<file path="config.mk">
export PLATFORM = sky130hd
export DESIGN_NAME = jt51_wr_sched
export DESIGN_NICKNAME = d
export VERILOG_FILES = /design/src/rtl/jt51_wrsched_pkg.sv /design/src/rtl/jt51_wrsched_fifo.sv /design/src/rtl/jt51_wr_sched.sv
export SDC_FILE = /design/constraint.sdc
export NUM_CORES = 1
export LEC_CHECK = 0
export CORE_MARGIN = 4
export CORE_UTILIZATION = 47
export CTS_CLUSTER_DIAMETER = 30
export CTS_CLUSTER_SIZE = 40
export DETAILED_ROUTE_END_ITERATION = 10
export PLACE_DENSITY = 0.75
export SYNTH_ARGS = -nofsm -noshare
export SYNTH_HDL_FRONTEND = slang
export SYNTH_SLANG_ARGS = --single-unit
</file>
<file path="constraint.sdc">
create_clock -name clk -period 4.3 [get_ports clk]
set_clock_uncertainty 0.15 [all_clocks]
set_input_delay 0.645 -clock clk [delete_from_list [all_inputs] [get_ports clk]]
set_output_delay 0.645 -clock clk [all_outputs]
set_load 0.02 [all_outputs]
</file>
<file path="src/rtl/jt51_wrsched_pkg.sv">
// ---------------------------------------------------------------------------
// jt51_wrsched_pkg : shared state encoding and constants for jt51_wr_sched
// Rev 1.0
// ---------------------------------------------------------------------------
`default_nettype none

package jt51_wrsched_pkg;

  typedef enum logic [2:0] {
    ST_IDLE   = 3'd0,
    ST_AWR    = 3'd1,
    ST_AGAP   = 3'd2,
    ST_DWR    = 3'd3,
    ST_SETTLE = 3'd4,
    ST_POLL   = 3'd5
  } wrsched_state_e;

  localparam int BUSY_BIT = 7;
  localparam int ENTRY_W  = 16;

  // FIFO entries hold the register address in the upper byte.
  function automatic logic [ENTRY_W-1:0] pack_entry(input logic [7:0] addr,
                                                    input logic [7:0] data);
    return {addr, data};
  endfunction

endpackage

`default_nettype wire

</file>
<file path="src/rtl/jt51_wrsched_fifo.sv">
// ---------------------------------------------------------------------------
// jt51_wrsched_fifo : DEPTH-entry synchronous FIFO with registered pointers
// Rev 1.0
// ---------------------------------------------------------------------------
`default_nettype none

module jt51_wrsched_fifo #(
  parameter int DEPTH = 4,
  parameter int WIDTH = 16
) (
  input  logic             clk,
  input  logic             rst,
  input  logic             push_i,
  input  logic [WIDTH-1:0] wdata_i,
  input  logic             pop_i,
  output logic             full_o,
  output logic             empty_o,
  output logic [WIDTH-1:0] head_o
);

  localparam int            AW      = $clog2(DEPTH);
  localparam logic [AW:0]   PTR_ONE = (AW+1)'(1);

  logic [AW:0]      wr_ptr_q;
  logic [AW:0]      rd_ptr_q;
  logic [WIDTH-1:0] mem_q [DEPTH];
  logic             do_push;
  logic             do_pop;

  assign do_push = push_i & ~full_o;
  assign do_pop  = pop_i & ~empty_o;

  // Extra pointer MSB distinguishes full from empty when the indices match.
  assign full_o  = (wr_ptr_q[AW] != rd_ptr_q[AW]) &&
                   (wr_ptr_q[AW-1:0] == rd_ptr_q[AW-1:0]);
  assign empty_o = (wr_ptr_q == rd_ptr_q);
  assign head_o  = mem_q[rd_ptr_q[AW-1:0]];

  always_ff @(posedge clk or posedge rst) begin
    if (rst) begin
      wr_ptr_q <= '0;
      rd_ptr_q <= '0;
    end else begin
      if (do_push) wr_ptr_q <= wr_ptr_q + PTR_ONE;
      if (do_pop)  rd_ptr_q <= rd_ptr_q + PTR_ONE;
    end
  end

  always_ff @(posedge clk) begin
    if (do_push) mem_q[wr_ptr_q[AW-1:0]] <= wdata_i;
  end

endmodule

`default_nettype wire

</file>
<file path="src/rtl/jt51_wr_sched.sv">
// ---------------------------------------------------------------------------
// jt51_wr_sched : buffers (addr,data) writes and replays them to jt51 paced
// by cen and the busy flag. Option: JT51_WRSCHED_TIMEOUT_EN. Rev 1.0
// ---------------------------------------------------------------------------
`default_nettype none

module jt51_wr_sched
  import jt51_wrsched_pkg::*;
#(
  parameter int DEPTH   = 4,
  parameter int SETTLE  = 2,
  parameter int TIMEOUT = 255
) (
  input  logic       rst,
  input  logic       clk,
  input  logic       cen,
  input  logic       req_valid,
  output logic       req_ready,
  input  logic [7:0] req_addr,
  input  logic [7:0] req_data,
  output logic       a0,
  output logic       wr_n,
  output logic [7:0] din,
  input  logic [7:0] dout,
  output logic       idle,
  output logic       err
);

  localparam int            SW         = (SETTLE < 1) ? 1 : $clog2(SETTLE + 1);
  localparam logic [SW-1:0] SETTLE_LD  = SW'(SETTLE);
  localparam logic [SW-1:0] SETTLE_ONE = SW'(1);

  logic                 fifo_full;
  logic                 fifo_empty;
  logic [ENTRY_W-1:0]   fifo_head;
  logic                 fifo_pop;
  logic                 busy;
  logic                 idle_go;
  logic                 poll_done;
  logic                 unused_dout;
  wrsched_state_e       state_q;
  logic [SW-1:0]        settle_q;
  logic [SW-1:0]        settle_d;
  logic                 a0_q;
  logic                 wr_n_q;
  logic [7:0]           din_q;

  jt51_wrsched_fifo #(
    .DEPTH (DEPTH),
    .WIDTH (ENTRY_W)
  ) u_fifo (
    .clk     (clk),
    .rst     (rst),
    .push_i  (req_valid),
    .wdata_i (pack_entry(req_addr, req_data)),
    .pop_i   (fifo_pop),
    .full_o  (fifo_full),
    .empty_o (fifo_empty),
    .head_o  (fifo_head)
  );

  assign busy        = dout[BUSY_BIT];
  assign unused_dout = ^dout[BUSY_BIT-1:0];
  assign fifo_pop    = cen && (state_q == ST_DWR);
  assign settle_d    = (settle_q == '0) ? '0 : settle_q - SETTLE_ONE;

`ifdef JT51_WRSCHED_TIMEOUT_EN
  localparam int            TW       = (TIMEOUT < 2) ? 1 : $clog2(TIMEOUT);
  localparam logic [TW-1:0] TMO_LAST = TW'(TIMEOUT - 1);
  localparam logic [TW-1:0] TMO_ONE  = TW'(1);

  logic [TW-1:0] tmo_q;
  logic          tmo_hit;
  logic          err_q;

  // A stuck busy flag is abandoned after TIMEOUT cen pulses of waiting.
  assign tmo_hit   = (tmo_q == TMO_LAST);
  assign idle_go   = !fifo_empty && (!busy || tmo_hit);
  assign poll_done = !busy || tmo_hit;
  assign err       = err_q;
`else
  localparam int unused_timeout = TIMEOUT;

  assign idle_go   = !fifo_empty && !busy;
  assign poll_done = !busy;
  assign err       = 1'b0;
`endif

  always_ff @(posedge clk or posedge rst) begin
    if (rst) begin
      state_q  <= ST_IDLE;
      settle_q <= '0;
      a0_q     <= 1'b0;
      din_q    <= 8'h00;
      wr_n_q   <= 1'b1;
`ifdef JT51_WRSCHED_TIMEOUT_EN
      tmo_q    <= '0;
      err_q    <= 1'b0;
`endif
    end else if (cen) begin
      case (state_q)
        ST_IDLE: begin
          if (idle_go) begin
            a0_q    <= 1'b0;
            din_q   <= fifo_head[15:8];
            wr_n_q  <= 1'b0;
            state_q <= ST_AWR;
          end
`ifdef JT51_WRSCHED_TIMEOUT_EN
          if (idle_go || fifo_empty) tmo_q <= '0;
          else                       tmo_q <= tmo_q + TMO_ONE;
          if (!fifo_empty && busy && tmo_hit) err_q <= 1'b1;
`endif
        end
        ST_AWR: begin
          wr_n_q  <= 1'b1;
          state_q <= ST_AGAP;
        end
        ST_AGAP: begin
          a0_q    <= 1'b1;
          din_q   <= fifo_head[7:0];
          wr_n_q  <= 1'b0;
          state_q <= ST_DWR;
        end
        ST_DWR: begin
          wr_n_q   <= 1'b1;
          settle_q <= SETTLE_LD;
          state_q  <= ST_SETTLE;
        end
        ST_SETTLE: begin
          settle_q <= settle_d;
          if (settle_q <= SETTLE_ONE) state_q <= ST_POLL;
`ifdef JT51_WRSCHED_TIMEOUT_EN
          tmo_q <= '0;
`endif
        end
        ST_POLL: begin
          if (poll_done) state_q <= ST_IDLE;
`ifdef JT51_WRSCHED_TIMEOUT_EN
          tmo_q <= poll_done ? '0 : tmo_q + TMO_ONE;
          if (busy && tmo_hit) err_q <= 1'b1;
`endif
        end
        default: state_q <= ST_IDLE;
      endcase
    end
  end

  assign a0        = a0_q;
  assign wr_n      = wr_n_q;
  assign din       = din_q;
  assign req_ready = !fifo_full;
  assign idle      = fifo_empty && (state_q == ST_IDLE) && !busy;

endmodule

`default_nettype wire
</file>
# Word level (Yosys, flattened, before mapping)
# Memories as Yosys holds them, arrays and structs flattened.
# Cells that the tools add are included.
word_totals:
  ram_bits: 64
  inputBits: 28
  ff_bits: 21
  n_memories: 1
classes:
  addsub: 3
  n_eq_ne: 11
  n_bitwise: 4
  reduce_logical: 18
  n_lt_le_gt_ge: 1
  muxes: 13
memory_table:
  columns: ["name", "words", "word_bits", "read_ports", "rd_clocked_by_memory_dff", "write_ports", "line_no", "rtl"]
  rows:
  - ["u_fifo.mem_q", 4, 16, 1, 0, 1, "jt51_wrsched_fifo.sv:26", "logic [WIDTH-1:0] mem_q [DEPTH];"]
op_table:
  columns: ["op", "n"]
  rows:
  - ["3-bit case mux with 6 select lines", 1]
  - ["8-bit case mux with 2 select lines", 1]
  - ["3-bit 2-to-1 mux", 3]
  - ["8-bit 2-to-1 mux", 1]
  - ["3-bit by 1-bit adder with 3-bit output, second input constant", 2]
  - ["3-bit by 2-bit equality test with 1-bit output, second input constant", 2]
  - ["3-bit equality test, second input constant", 2]
  - ["2-bit != test, second input constant", 3]
  - ["3-bit AND reduction", 2]
  - ["1-bit logical AND", 5]
  - ["2-bit case mux with 2 select lines", 1]
  - ["4-bit AND reduction", 1]
  - ["2-bit nonzero test", 2]
  - ["3-bit by 1-bit equality test with 1-bit output, second input constant", 1]
  - ["3-bit equality test", 1]
  - ["1-bit logical NOT", 3]
  - ["3-bit logical NOT", 1]
  - ["1-bit 2-to-1 mux", 3]
  - ["1-bit case mux with 3 select lines", 1]
  - ["3-bit nonzero test", 1]
  - ["1-bit AND", 2]
  - ["2-bit equality test", 1]
  - ["2-bit by 1-bit less-or-equal comparator with 1-bit output, second input constant", 1]
  - ["2-bit logical NOT", 1]
  - ["7 further kinds", 8]

# Logic depth before layout (Yosys ltp)
# Gate-level depths: netlist (run 1).
logic_depth:
  ltp_word: 6
  ltp_mapped: 6
  depth_no_buf: 4

# Cells and area by module
# A second synthesis (run 1) with hierarchy kept.
hier_totals:
  hier_cells: 210
  hier_area_um2: 3668.5
modules_own_cells:
  columns: ["mod", "seq_area_each_um2", "instances", "cells_per_inst", "area_each_um2"]
  rows:
  - ["jt51_wrsched_fifo", 2072.0, 1, 133, 2813.9]
  - ["jt51_wr_sched", 376.6, 1, 77, 854.6]

# Worst setup path before layout (run 1)
# OpenSTA, ideal clock, no wires.
synth_path:
  path_type: "flip-flop to output port"
  startpoint: "reg u_fifo.rd_ptr_q[1]"
  endpoint: "out idle"
  stages_incl_launch_ff: 5
  required_time_ns: 3.505
  path_slack_ns: 1.844
  arrival_ns: 1.661
  cell_sequence: "dfrtp_1 > buf_2 > xnor2_1 > nand3_1 > nor4b_1"
synth_via:
  elab_chain_cells: 3
synth_rtl:
  columns: ["item", "line_no", "rtl"]
  rows:
  - ["start: declaration", "jt51_wrsched_fifo.sv:25", "logic [AW:0] rd_ptr_q;"]
  - ["start signal: assignment", "jt51_wrsched_fifo.sv:45", "if (do_pop) rd_ptr_q <= rd_ptr_q + PTR_ONE;"]
  - ["3-bit equality test", "jt51_wrsched_fifo.sv:36", "assign empty_o = (wr_ptr_q == rd_ptr_q);"]
  - ["1-bit logical AND (2 in series)", "jt51_wr_sched.sv:153", "assign idle = fifo_empty && (state_q == ST_IDLE) && !busy;"]
  - ["end: declaration", "jt51_wr_sched.sv:25", "output logic idle,"]
# Every way passes these cells.

# Worst setup path in the final report (run 1)
# Same ends and word-level chain as after synthesis.

==> results of run 1 <==
==> layout make-up <==
cell class,instances,share of cell area [%]
multi-input cells,87,24.26
inverters,7,0.6367
repair buffers,33,7.944
clock buffers,10,3.093
well taps,99,3.002
flip-flops and latches,85,59.34
clock inverters,6,1.728
==> metrics by stage <==
stage	util (%)	hold slack, ns	instance area [um2]	power, mW	worst slack, ns
final	56.59	0.3461	4126	2.784	0.9335
after global routing	56.59	0.3827	4126	2.946	0.6863
after CTS	56.59	0.3499	4126	2.821	0.8532
after detailed placement	53.86	0.3303	3928	2.267	1.244
after global placement	53.86	0.3324	3928	2.226	1.296
after floorplan	-	0.3161	3542	1.980	1.844
==> worst max-delay path, cell delays in order (launching register included) <==
cell	delay, ns
dfrtp_1	0.67
xnor2_1	0.48
nand3_1	0.14
nor4b_1	0.28
clkdlybuf4s50_1	0.67
==> power by group through the flow <==
stage                     Sequential [mW]  Combinational [mW]  Clock (mW)
after CTS                            1.29               0.958       0.568
after global placement               1.30               0.925           0
after global routing                 1.33                1.02       0.600
final                                1.29               0.938       0.555
after floorplan                      1.29               0.694           0
after detailed placement             1.31               0.953           0
==> logic make-up (layout without fill, tap and decap cells) <==
logic type / count (synthesis) / in the layout / share of synthesized area [%]
AOI/OAI and AO/OA: 19 / 19 / 3.956
xor gates and xnor gates: 8 / 8 / 1.978
adders and majority gates: 5 / 5 / 1.766
buffers and inverters: 17 / 56 / 2.614
DFF: 85 / 85 / 69.13
muxes: 33 / 33 / 17.27
other: 1 / 1 / 0.1059
and+or+nand+nor: 21 / 21 / 3.179
==> state kept, by name, indices dropped and copies added, names as in the netlist <==
register / count
state_q: 3
u_fifo.rd_ptr_q: 3
a0: 1
u_fifo.mem_q: 64
wr_n: 1
u_fifo.wr_ptr_q: 3
din: 8
settle_q: 2
==> worst max path at each step <==
stage                             startpoint    to  slack, ns  depth (start not counted)
after floorplan           u_fifo.rd_ptr_q[1]  idle       1.84                          4
after global placement    u_fifo.rd_ptr_q[1]  idle       1.30                          4
after detailed placement  u_fifo.rd_ptr_q[1]  idle       1.24                          4
after CTS                 u_fifo.rd_ptr_q[1]  idle       0.85                          4
after global routing      u_fifo.rd_ptr_q[1]  idle       0.69                          4
final                     u_fifo.rd_ptr_q[1]  idle       0.93                          4
==> routing by layer <==
layer | global-route usage, % | routed length [um]
met2 | 23.55 | 2926
met5 | 0 | 0
met1 | 17.68 | 2442
met3 | 3.665 | 221
met4 | 6.490 | 97
==> cells in the mapped netlist <==
master     instances  area share (%)
dfrtp_1           20              14
xnor2_1            5             1.2
buf_6              3            0.95
nor4_1             1            0.18
buf_4              1            0.21
ha_1               5             1.8
o221ai_1           1            0.25
nand2b_1           2            0.35
edfxtp_1          64              54
nor3_1             1            0.14
a32o_1             2            0.57
nand2_1            4            0.42
and2_1             5            0.88
nor2_1             4            0.42
mux4_1            16              12
mux2_2            17             5.4
a22o_1             1            0.25
o211ai_4           1            0.60
nor4b_1            1            0.25
clkbuf_1           4            0.42
a22oi_1            1            0.21
xor2_1             3            0.74
conb_1             1            0.11
a31oi_1            4            0.71
dfstp_2            1            0.74
o21ai_0            4            0.57
nand3_1            2            0.28
nand4b_1           1            0.25
inv_1              7            0.74
buf_2              2            0.28
a21oi_1            4            0.57
o2bb2ai_1          1            0.25
==> summary.md, run 1 <==
| Metric | Value |
|---|---|
| Peak fanout along the critical path | `19` |
| Largest net degree at the start of global routing | `22` |
| Final Critical Period | `3.367 ns` |
| Switching Fraction | `31.76%` |
| Critical path class | `reg -> out` |
| WHS Endpoint | `a0` |
| Leak Pwr | `1.478 nW` |
| Reg power frac | `46.3%` |
| Initial DRC count | `49` |
| Floorplan core area | `7292 um2` |
| Post-synth cell types | `32` |
| Final setup vio count | `0` |
| CTS sink count | `85` |
| Initial antenna violation count | `0` |
| Row cnt | `31` |
| Total CTS buffers | `9` |
| Fmax | `297.0 MHz` |
| Worst path required time | `3.50 ns` |
| First-pass GRT wire length | `9177 um` |
| Net Sw Power | `0.8840 mW` |
| GRT Util Overall | `14.26%` |
| Area Growth Syn to Fin | `16.50%` |
| Max-slew headroom | `41.01%` |
| Mapped Avg Cell Area | `18.74 um2` |
| RePlAce Congestion | `0.7086` |
| Synth Register Bits | `85` |
| Reg-to-reg endpoint | `u_fifo.mem_q[3][7]` |
| # diodes | `0` |
| Post_cts resized | `0` |
| Filler cell count | `589` |
| Maxcap violations | `0` |
| Vias per cell | `5.242` |
| Placed insts | `311` |
| Arr. time, crit path | `2.57 ns` |
| Internal Power | `1.900 mW` |
| Final nets | `256` |
| CTS tree | `yes` |
| Worst r2r src | `u_fifo.rd_ptr_q[1]` |
| Die width | `94.81 um` |
| Slew @ Worst Pin | `0.8839 ns` |
| Nature of the critical path endpoint | `output pin` |
| Syn_nets | `222` |
| H-tree depth | `3` |
| CTS Hold Bufs | `0` |
| DRC errors left | `0` |
| Grt total ovfl | `0` |
| I/O pin count | `41` |
| Root Driver | `clkbuf_8` |
| Setup_tns | `0 ns` |
| Share of layout cells above drive strength 1 | `15.35%` |
| Pwr dens | `674.6 nW/um2` |
| Synthesized area | `3542 um2` |
| Max Slew Vio Count | `0` |
| Status | `finished, final reports clean` |
| Sequential area share after synthesis | `69.13%` |
| Starting density of the core | `48.58%` |
| Clock-pin slew on the worst setup and hold paths | `0.08 ns` |
| Post-DP HPWL | `3592 um` |
| Area of the multi-input gates | `1001 um2` |
| Clock share of power | `20.0%` |
| Synth warnings | `0` |
| Combinational share of power | `33.7%` |
| Fin. Hold Viols | `0` |
| Final std cells w/o fill | `327` |
| Die area | `8989 um2` |
| Router iterations before antenna repair | `4` |
| Clock Path Buffers | `2` |
| Die height | `94.81 um` |
| Flop2flop setup slack | `1.37 ns` |
| Crit share post-route | `78.29%` |
| Unrepaired setup endpoints after global routing | `no` |
| Hold Crit Start | `a0` |
| IO Port Bufs | `32` |
| VDD IR-drop max | `0.2547 mV` |
| Post-CTS setup buffers | `0` |
| Most common cell after layout, fill and taps aside | `edfxtp_1` |
| Register Area | `2449 um2` |
| Final WL | `5687 um` |
| DR WL/cell | `17.39 um` |
| Vias | `1714` |
| Post-route ant nets | `0` |
| Hold path cells | `1` |
| Worst Hold Class | `reg -> reg` |
| Worst-skew pair later-pin latency | `0.34 ns` |
| Reg2reg path depth | `3` |
| Worst Setup Start Kind | `flop` |
| Mapped Cells | `189` |
| Vias in the first global route | `1783` |
| Most frequent cells in the layout | `64 x edfxtp_1, 32 x clkdlybuf4s50_1, 20 x dfrtp_1` |
Note: power is estimated with default switching activity, not from simulation.
==> run 2, diff against run 1 <==
Clock period 4.3 ns to 3.14 ns, I/O delays scaled along.
==> run 2 against run 1 <==
Effect of this change:
- wire length up 1.0%
- setup slack worse by 0.65 ns
- register-to-register slack worse by 0.49 ns
- largest cell class unchanged
- non-clock buffer count up 8
- largest power group unchanged
==> summary.md, run 2 (same netlist as run 1, synthesis figures left out) <==
| Metric | Value |
|---|---|
| Status | `finished, final reports clean` |
| Leak Pwr | `1.526 nW` |
| Worst r2r src | `state_q[0]` |
| Initial DRC count | `50` |
| RePlAce Congestion | `0.7582` |
| VDD IR-drop max | `0.4116 mV` |
| Grt total ovfl | `0` |
| Reg2reg path depth | `4` |
| Slew @ Worst Pin | `0.8540 ns` |
| First-pass GRT wire length | `9273 um` |
| Clock Path Buffers | `2` |
| Post-CTS setup buffers | `0` |
| Register Area | `2449 um2` |
| Max Slew Vio Count | `0` |
| Starting density of the core | `48.58%` |
| Worst Setup Start Kind | `flop` |
| Flop2flop setup slack | `0.88 ns` |
| Design Power | `3.845 mW` |
| Total CTS buffers | `9` |
| Router iterations before antenna repair | `4` |
| Worst-skew pair later-pin latency | `0.33 ns` |
| Vias | `1781` |
| Clock-pin slew on the worst setup and hold paths | `0.08 ns` |
| Die area | `8989 um2` |
| Row cnt | `31` |
| I/O pin count | `41` |
| Unrepaired setup endpoints after global routing | `no` |
| GRT Util Overall | `14.25%` |
| Final Critical Period | `2.860 ns` |
| Area Growth Syn to Fin | `18.65%` |
| Critical Path Max Stage Delay | `0.66 ns` |
| CTS tree | `yes` |
| # diodes | `0` |
| Arr. time, crit path | `2.24 ns` |
| DRC errors left | `0` |
| Worst Hold Class | `reg -> reg` |
| Area of the multi-input gates | `1001 um2` |
| CP max stage cell | `clkdlybuf4s50_1` |
| Vias in the first global route | `1824` |
| Peak fanout along the critical path | `5` |
| Largest net degree at the start of global routing | `22` |
| Vias per cell | `5.316` |
| Maxcap violations | `0` |
| Final setup vio count | `0` |
| Post-DP HPWL | `3771 um` |
| Post_cts resized | `0` |
| Final nets | `264` |
| Reg-to-reg endpoint | `din[2]` |
| CP cell instances | `xnor2_1 > nand3_1 > nor4b_1 > clkdlybuf4s50_1` |
| Critical path class | `reg -> out` |
| Worst path required time | `2.52 ns` |
| Final std cells w/o fill | `335` |
| Nature of the critical path endpoint | `output pin` |
| Die height | `94.81 um` |
| Busiest grt layer | `met2` |
| Floorplan core area | `7292 um2` |
| Fin. Hold Viols | `0` |
| CTS sink count | `85` |
| Share of layout cells above drive strength 1 | `18.64%` |
| Post-route ant nets | `0` |
| Met1 GRT Util | `18.09%` |
| Fmax | `349.7 MHz` |
| Most common cell after layout, fill and taps aside | `edfxtp_1` |
| Root Driver | `clkbuf_8` |
| Initial antenna violation count | `0` |
| IO Port Bufs | `32` |
| Pwr dens | `914.9 nW/um2` |
| Filler cell count | `585` |
| Largest register FFs | `64` |
| H-tree depth | `3` |
| Met3 Track Usage GR | `2.948%` |
| Placed insts | `319` |
| Die width | `94.81 um` |
| Final WL | `5744 um` |
| WHS Endpoint | `a0` |
| DR WL/cell | `17.15 um` |
| Most frequent cells in the layout | `64 x edfxtp_1, 32 x clkdlybuf4s50_1, 20 x dfrtp_1` |
| Met2 GRT Util | `23.43%` |
| CTS Hold Bufs | `0` |
| Setup_tns | `0 ns` |
| Hold Crit Start | `a0` |
| Max-slew headroom | `43.00%` |
| Crit share post-route | `91.07%` |
| Hold path cells | `1` |
-- run 2: changes by cell type in the layout (fill, tap and decap cells not counted) --
cell	before	now
buf_4	1	7
clkinv_2	1	4
buf_12	0	2
clkbuf_1	1	0
inv_6	1	0
inv_8	1	0
-- run 2: report_power, final --
group          internal [mW]  switching [mW]
Combinational          0.729           0.662
Sequential              1.55           0.172
Clock                  0.363           0.367
Total                   2.64            1.20
-- run 2: layout make-up --
type,count,area share (%)
Tap cell,99,2.947
Multi-Input combinational cell,87,23.82
Inverter,7,0.6252
Clock buffer,9,2.947
Clock inverter,7,1.578
Sequential cell,85,58.26
Timing Repair Buffer,41,9.824
-- run 2: per-layer routing --
metal | share of wire (%) | vias to the layer above
met4 | 2.0 | 0
li1 | - | 834
met2 | 50 | 35
met5 | 0 | -
met3 | 3.6 | 8
met1 | 45 | 904
-- run 2: how the worst max path moves through the flow --
stage	start	endpoint	slack [ns]	cells after the start
2_1_floorplan	u_fifo.rd_ptr_q[1]	idle	0.86	4
5_1_grt	u_fifo.wr_ptr_q[1]	idle	0.15	4
6_report	u_fifo.wr_ptr_q[1]	idle	0.28	4
3_5_place_dp	dout[7]	idle	0.59	3
4_1_cts	u_fifo.wr_ptr_q[1]	idle	0.27	4
3_3_place_gp	dout[7]	idle	0.63	3
-- run 2: per-stage QoR --
step | hold WS [ns] | area [um2] | utilization, % | setup WS (ns)
5_1_grt | 0.3794 | 4203 | 57.64 | 0.1532
3_5_place_dp | 0.3354 | 4013 | 55.03 | 0.5884
3_3_place_gp | 0.3276 | 4013 | 55.03 | 0.6319
4_1_cts | 0.3530 | 4203 | 57.64 | 0.2722
6_report | 0.3540 | 4203 | 57.64 | 0.2803
2_1_floorplan | 0.2968 | 3542 | - | 0.8576
-- run 2: worst max-delay path: cells and delay by family, from the launching register on --
| kind | cells | cell delay, ns |
|---|---|---|
| DFF | 1 | 0.43 |
| xor gates and xnor gates | 1 | 0.37 |
| buffers and inverters | 1 | 0.66 |
| and+or+nand+nor | 2 | 0.44 |
==> run 3, diff against run 2 <==
Settings changed: REMOVE_ABC_BUFFERS set to 1.
==> run 3 against run 2 <==
Effect of this change:
- first-iteration DRC count increased by 26%
- critical path depth unchanged
- register-to-register slack about the same
- utilization decreased by 0.57 points
- largest cell class unchanged
- largest power group unchanged
==> summary.md, run 3 (same netlist as run 1, synthesis figures left out) <==
| Metric | Value |
|---|---|
| Status | `finished, final reports clean` |
| Slew @ Worst Pin | `0.8701 ns` |
| Starting density of the core | `48.58%` |
| Placed insts | `316` |
| Share of layout cells above drive strength 1 | `17.24%` |
| Initial DRC count | `63` |
| WHS Endpoint | `settle_q[0]` |
| Peak fanout along the critical path | `5` |
| # diodes | `0` |
| Initial antenna violation count | `0` |
| Die height | `94.81 um` |
| Register Area | `2449 um2` |
| First-pass GRT wire length | `9439 um` |
| Worst path required time | `2.52 ns` |
| Critical Path Max Stage Delay | `0.66 ns` |
| Post-route ant nets | `0` |
| Flop2flop setup slack | `0.89 ns` |
| Maxcap violations | `0` |
| Vias in the first global route | `1816` |
| DP Worst Slack | `0.6311 ns` |
| Top Family by Delay on Critical Path | `buffers and inverters` |
| Final Critical Period | `2.837 ns` |
| Leak Pwr | `1.501 nW` |
| Final WL | `5885 um` |
| DR WL/cell | `17.78 um` |
| CTS Hold Bufs | `0` |
| Post-CTS setup buffers | `0` |
| Area after DPL | `3965 um2` |
| RePlAce Congestion | `0.7141` |
| Die width | `94.81 um` |
| Post_cts resized | `0` |
| Filler cell count | `609` |
| Setup ws final | `0.3027 ns` |
| Root Driver | `clkbuf_8` |
| Pwr dens | `920.5 nW/um2` |
| Reg2reg path depth | `4` |
| Setup_tns | `0 ns` |
| Worst Setup Start Kind | `flop` |
| DRC errors left | `0` |
| Router iterations before antenna repair | `4` |
| Final std cells w/o fill | `331` |
| Most frequent cells in the layout | `64 x edfxtp_1, 32 x clkdlybuf4s50_1, 20 x dfrtp_1` |
| Row cnt | `31` |
| CP cell instances | `xnor2_1 > nand3_1 > nor4b_1 > clkdlybuf4s50_1` |
| Area of the multi-input gates | `1001 um2` |
| Post-DP HPWL | `3669 um` |
| Max Slew Vio Count | `0` |
| CP max stage cell | `clkdlybuf4s50_1` |
| Design Area, Final | `4161 um2` |
| CP Buf/Inv Count | `1` |
| H-tree depth | `3` |
| IO Port Bufs | `32` |
| Largest net degree at the start of global routing | `22` |
| Grt total ovfl | `0` |
| Crit share post-route | `90.36%` |
| I/O pin count | `41` |
| Final setup vio count | `0` |
| Vias | `1744` |
| Largest register FFs | `64` |
| Most common cell after layout, fill and taps aside | `edfxtp_1` |
| Unrepaired setup endpoints after global routing | `no` |
| Hold path cells | `1` |
| Die area | `8989 um2` |
| Nature of the critical path endpoint | `output pin` |
| Clock Path Buffers | `2` |
| CTS sink count | `85` |
| Worst r2r src | `state_q[0]` |
| Area Growth Syn to Fin | `17.48%` |
| Clock-pin slew on the worst setup and hold paths | `0.07 ns` |
| Fmax | `352.4 MHz` |
| Worst Hold Class | `reg -> reg` |
| Final nets | `261` |
| Hold Crit Start | `settle_q[0]` |
| VDD IR-drop max | `0.3917 mV` |
| Final hold slack | `0.3506 ns` |
| Total CTS buffers | `9` |
| Vias per cell | `5.269` |
| CTS tree | `yes` |
| Worst-skew pair later-pin latency | `0.35 ns` |
| Floorplan core area | `7292 um2` |
| Fin. Hold Viols | `0` |
| Critical path class | `reg -> out` |
| Reg-to-reg endpoint | `din[6]` |
| GRT Util Overall | `14.53%` |
| Arr. time, crit path | `2.22 ns` |
| Max-slew headroom | `41.93%` |
run 3: worst max path at each step:
stage | slack, ns | cells past startpoint | end | start
floorplan | 0.64 | 3 | idle | u_fifo.rd_ptr_q[0]
global placement | 0.60 | 3 | idle | dout[7]
detailed placement | 0.63 | 3 | idle | dout[7]
CTS | 0.32 | 4 | idle | u_fifo.wr_ptr_q[1]
global route | 0.15 | 4 | idle | u_fifo.wr_ptr_q[1]
finish | 0.30 | 4 | idle | u_fifo.wr_ptr_q[1]
run 3: power by group:
part / switching, mW / internal (mW) / total (mW)
logic: 0.664 / 0.691 / 1.35
clock network: 0.377 / 0.369 / 0.746
registers: 0.177 / 1.55 / 1.73
run 3: layout make-up:
| class | count | share of cell area [%] |
|---|---|---|
| sequential | 85 | 58.84 |
| multi-input combinational | 87 | 24.05 |
| timing repair buffer | 38 | 8.779 |
| clock buffer | 9 | 2.977 |
| tap | 99 | 2.977 |
| clock inverter | 6 | 1.744 |
| inverter | 7 | 0.6314 |
run 3: metal layers:
metal	up-vias	part of all wire [%]	global-route usage, %
met1	885	44	18.27
met3	2	4.1	5.498
li1	823	-	-
met4	0	0.051	3.245
met5	-	0	0
met2	34	52	24.02
run 3: per-stage QoR:
stage                     total power, mW  util (%)
final                               3.831     57.07
after floorplan                     2.640         -
after detailed placement            3.132     54.38
after CTS                           3.887     57.07
after global routing                4.063     57.07
after global placement              3.082     54.38
run 3: worst reg2reg max path, cell delays in order, from the launching register on:
cell and delay, ns:
dfrtp_1 0.50, nor2_1 0.32, and2_1 0.51, mux2_2 0.40
mux2_2 0.26
